[src/rtl/serial_adder.sv]
// rtl/serial_adder.sv - bit-serial adder reusing one full adder, LSB first, valid/ready on both sides

module fulladder (
    input  logic x,
    input  logic y,
    input  logic carry_in,
    output logic s,
    output logic carry_out
);
    assign s         = x ^ y ^ carry_in;
    assign carry_out = (x & y) | (x & carry_in) | (y & carry_in);
endmodule

module serial_adder #(
    parameter int WIDTH = 4
) (
    input  logic             clk,
    input  logic             rst,
    input  logic             in_valid,
    output logic             in_ready,
    input  logic [WIDTH-1:0] a,
    input  logic [WIDTH-1:0] b,
    input  logic             cin,
    output logic             out_valid,
    input  logic             out_ready,
    output logic [WIDTH-1:0] sum,
    output logic             cout
);
    localparam int CNT_W = (WIDTH > 1) ? $clog2(WIDTH) : 1;
    localparam logic [CNT_W-1:0] CNT_LAST = CNT_W'(WIDTH - 1);

    localparam logic [1:0] IDLE  = 2'd0;
    localparam logic [1:0] SHIFT = 2'd1;
    localparam logic [1:0] DONE  = 2'd2;

    logic [1:0]       state;
    logic [WIDTH-1:0] a_sr;
    logic [WIDTH-1:0] b_sr;
    logic [WIDTH-1:0] res_sr;
    logic [WIDTH-1:0] res_next;
    logic [CNT_W-1:0] cnt;
    logic             carry;
    logic             s_fadd;
    logic             carry_out;

    fulladder u_fadd (
        .x         (a_sr[0]),
        .y         (b_sr[0]),
        .carry_in  (carry),
        .s         (s_fadd),
        .carry_out (carry_out)
    );

    // Each new bit enters at the MSB so bit 0 lands at position 0 after WIDTH shifts.
    assign res_next  = {s_fadd, res_sr[WIDTH-1:1]};
    assign in_ready  = (state == IDLE);
    assign out_valid = (state == DONE);

    always_ff @(posedge clk) begin
        if (rst) begin
            state  <= IDLE;
            a_sr   <= '0;
            b_sr   <= '0;
            res_sr <= '0;
            carry  <= 1'b0;
            cnt    <= '0;
            sum    <= '0;
            cout   <= 1'b0;
        end else begin
            case (state)
                IDLE: begin
                    if (in_valid) begin
                        a_sr  <= a;
                        b_sr  <= b;
                        carry <= cin;
                        cnt   <= '0;
                        state <= SHIFT;
                    end
                end
                SHIFT: begin
                    res_sr <= res_next;
                    a_sr   <= {1'b0, a_sr[WIDTH-1:1]};
                    b_sr   <= {1'b0, b_sr[WIDTH-1:1]};
                    carry  <= carry_out;
                    cnt    <= cnt + CNT_W'(1);
                    if (cnt == CNT_LAST) begin
                        sum   <= res_next;
                        cout  <= carry_out;
                        state <= DONE;
                    end
                end
                DONE: begin
                    if (out_ready) begin
                        state <= IDLE;
                    end
                end
                default: state <= IDLE;
            endcase
        end
    end
endmodule

[config.mk]
export PLATFORM = sky130hd
export DESIGN_NAME = serial_adder
export DESIGN_NICKNAME = d
export VERILOG_FILES = /design/src/rtl/serial_adder.sv
export SDC_FILE = /design/constraint.sdc
export NUM_CORES = 1
export LEC_CHECK = 0
export ABC_AREA = 1
export BUFFER_PORTS_ARGS = -buffer_cell sky130_fd_sc_hd__clkbuf_2
export CORE_MARGIN = 1
export CORE_UTILIZATION = 55
export CTS_BUF_LIST = sky130_fd_sc_hd__clkbuf_8
export DETAILED_ROUTE_END_ITERATION = 10
export GPL_TIMING_DRIVEN = 0
export PLACE_DENSITY_LB_ADDON = 0.12
export SYNTH_ARGS = -nofsm -noshare
export SYNTH_HDL_FRONTEND = slang
export SYNTH_HIERARCHICAL = 1
export SYNTH_SLANG_ARGS = --single-unit
[constraint.sdc]
create_clock -name clk -period 1.3 [get_ports clk]
set_input_delay 0.065 -clock clk [delete_from_list [all_inputs] [get_ports clk]]
set_output_delay 0.065 -clock clk [all_outputs]
set_load 0.02 [all_outputs]
==> metrics.sh <==
OUTCOME='completed'
WORST-SLEW-PIN-TRANSITION_NS=0.334
BOUNDARYPINS=20
FILLER_CELL_COUNT=141
TIMING_HOLD_VIOLATIONS_FINAL=0
MAPPEDNETLISTNETS=154
WL_PER_CELL_UM=10.4
P_LEAK_uW=0.000582
DP.FINAL_HPWL_UM=1310
TIMING.CRITICAL_PATH.ARRIVAL_NS=1.16
SYNTHESIS.INSTANCES=139
SYNTH_COMPOUND_AREA_FRAC=0.122
AREA_GROWTH_SYN_TO_FIN_PCT=16.2
CRITICAL_PATH.STARTPOINT_TYPE='register'
CTS.HTREE.LEVELS=1
HOLD_CLASS='in2reg'
TRITONCTS_NUM_SINKS=21
GLOBALROUTETOTALUTIL=0.223
WORSTSETUPPATHTYPE='reg2out'
VIAS=879
ANTENNA_VIOLATING_NETS_POST_ROUTE=0
FINAL_COMMON_CELL='sky130_fd_sc_hd__nand2_1'
CTS-HOLD-FIX-BUFFERS=0
TRITONCTS='yes'
HOLDWS_NS=0.0466
CLOCK_EDGE_TRANSITION_AT_THE_REGISTERS_ON_THE_REPORTED_SETUP_AND_HOLD_PATHS_NS=0.08
TOTALWIRELENGTH_UM=1850
FLOORPLAN.DIE.HEIGHT_UM=44.2
FINALWORSTPATHREQUIREDPERIOD_NS=1.22
CORE-AREA_SQ_UM=1580
WORST_SETUP_PATH_END_KIND='primary output'
YS_WARN_COUNT=6
RATIO_OF_CELLS_WITH_DRIVE_ABOVE_1_IN_THE_FINAL_LAYOUT=0.224
YOSYSSEQAREASHARE=0.429
GLOBALPLACE.CONGESTION=0.782
DIE_W_UM=44.2
CTS-ROOT-TO-SINK-BUFFERS=2
PORT_BUFFERS=18
DIEAREA_SQ_UM=1960
MOST-COMMON-LAYOUT-CELLS='40 x sky130_fd_sc_hd__nand2_1, 21 x sky130_fd_sc_hd__nor2_1, 21 x sky130_fd_sc_hd__dfxtp_1'
CTS.ROOT.BUFFER_CELL='sky130_fd_sc_hd__clkbuf_8'
ANTENNA_VIOLATIONS_BEFORE_REPAIR=0
LAYOUT_NETS=177
DRC=0
GRT_PASS1_VIAS=760
INSERTEDDIODECOUNT=0
COMBINATIONAL_FAMILY_WITH_THE_MOST_AREA_AFTER_SYNTHESIS='simple AND/OR/NAND/NOR gates'
FINAL_SETUP_VIOLS=0
SYNTHXORXNORAREAFRAC=0
MAX_SLEW_MARGIN=0.777
GRT_PASS1_WL_UM=3080
SYNTH_SIMPLE_GATE_AREA_FRAC=0.290
POWER.DENSITY_CELL_AREA_nW_PER_UM2=1180
VIASPERCELL=4.97
FMAXACHIEVABLE_GHz=0.818
PORTION_OF_NETLIST_AREA_OCCUPIED_BY_MUX_CELLS=0
MAX_CAP_VIOL_COUNT=0
CLOCK_LATENCY_NS=0.26
POST_CTS_BUFFERS=0
SYNTH.FF_LATCH_COUNT=21
POWER.IR.VDD_WORST_mV=1.19
GR-TOTAL-OVERFLOW=0
SYNTHESIS.AREA_PER_INSTANCE_SQ_UM=7.06
FIN_SETUP_TNS_NS=0
POST_CTS_RESIZED=0
SYN-CELL-AREA_SQ_UM=981
GRT_MAX_DEGREE=13
PLACEMENT_ROWS=14
SYNTH_UNIQUE_CELLS=19
TIMING_MAX_TRANSITION_VIOLATIONS_FINAL=0
TIMING.FINAL.CRIT_SHARE=0.941
FIN_SKEW_NS=0.00186
TIMING.CRITICAL_PATH.REQUIRED_NS=1.24
SYNTHADDERAREAFRAC=0.0332
WORST-PATH-MAX-FANOUT=4
DRTITER0DRC=19
DRT_PASS1_ITERATIONS=6
GRT_SETUP_UNREPAIRED='false'
CTS_MADE_BUFFERS=3
INITIAL_UTILIZATION=0.622
## cell type report
cell class | instances | area [sq um] | share of cell area
Multi-Input combinational cell | 92 | 439 | 0.385
Inverter | 22 | 82.6 | 0.0724
Clock inverter | 1 | 5.00 | 0.00439
Sequential cell | 21 | 420 | 0.369
Tap cell | 16 | 20.0 | 0.0176
Timing Repair Buffer | 18 | 90.1 | 0.0790
Clock buffer | 3 | 41.3 | 0.0362
Buffer | 4 | 41.3 | 0.0362
## cell families after synthesis
group           Yosys count
compound gates           21
fa+ha+maj                 2
buf+inv                  26
flops                    21
simple gates             69
## power breakdown
| group | internal, uW | switching [uW] | leakage (uW) |
|---|---|---|---|
| clock | 214 | 219 | 0.0000255 |
| sequential | 682 | 24.8 | 0.000173 |
| combinational | 85.5 | 116 | 0.000384 |
| total | 981 | 360 | 0.000582 |
## metrics by stage
step	total power (uW)	worst slack (ns)	instances	util	instance area (sq um)
2_1_floorplan	866	0.112	139	-	981
3_3_place_gp	913	0.145	173	0.692	1090
3_5_place_dp	921	0.130	173	0.692	1090
4_1_cts	1340	0.0453	177	0.721	1140
5_1_grt	1390	0.0194	177	0.723	1140
6_report	1340	0.0773	177	0.723	1140
## path summary, 6_finish.rpt
| path | startpoint | to | slack (ns) | depth (start not counted) |
|---|---|---|---|---|
| worst min register to register | sum[1] | sum[1] | 0.46 | 2 |
| worst max register to register | b_sr[0] | res_sr[3] | 0.12 | 3 |
| worst min-delay path | b[3] | b_sr[3] | 0.05 | 3 |
| worst max-delay path | state[1] | out_valid | 0.08 | 3 |
## registers in the layout, indices dropped and copies added (netlist names)
signal,count
state,2
cout,1
carry,1
a_sr,4
cnt,2
b_sr,4
res_sr,3
sum,4
## critical path, cell delays in order, from the launching register on
cell                       delay (ns)
sky130_fd_sc_hd__dfxtp_1         0.46
sky130_fd_sc_hd__inv_2           0.10
sky130_fd_sc_hd__nor2_1          0.14
sky130_fd_sc_hd__clkbuf_2        0.19
## routing by layer
metal,share of wire,vias to the layer above,track usage
met5,0,-,0
met4,0.024,0,0.145
met3,0.047,4,0.0653
met2,0.47,24,0.374
met1,0.45,392,0.244
li1,-,459,-
## synthesized netlist by cell type, drive strengths merged
library cell | instances | area, sq um
buf | 4 | 41.3
nor2 | 24 | 100
nand2 | 43 | 174
nand3 | 2 | 10.0
o21ai | 7 | 46.3
inv | 22 | 82.6
ha | 1 | 12.5
fa | 1 | 20.0
a21oi | 14 | 73.8
dfxtp | 21 | 420
Power figures use the tool's default switching activity.
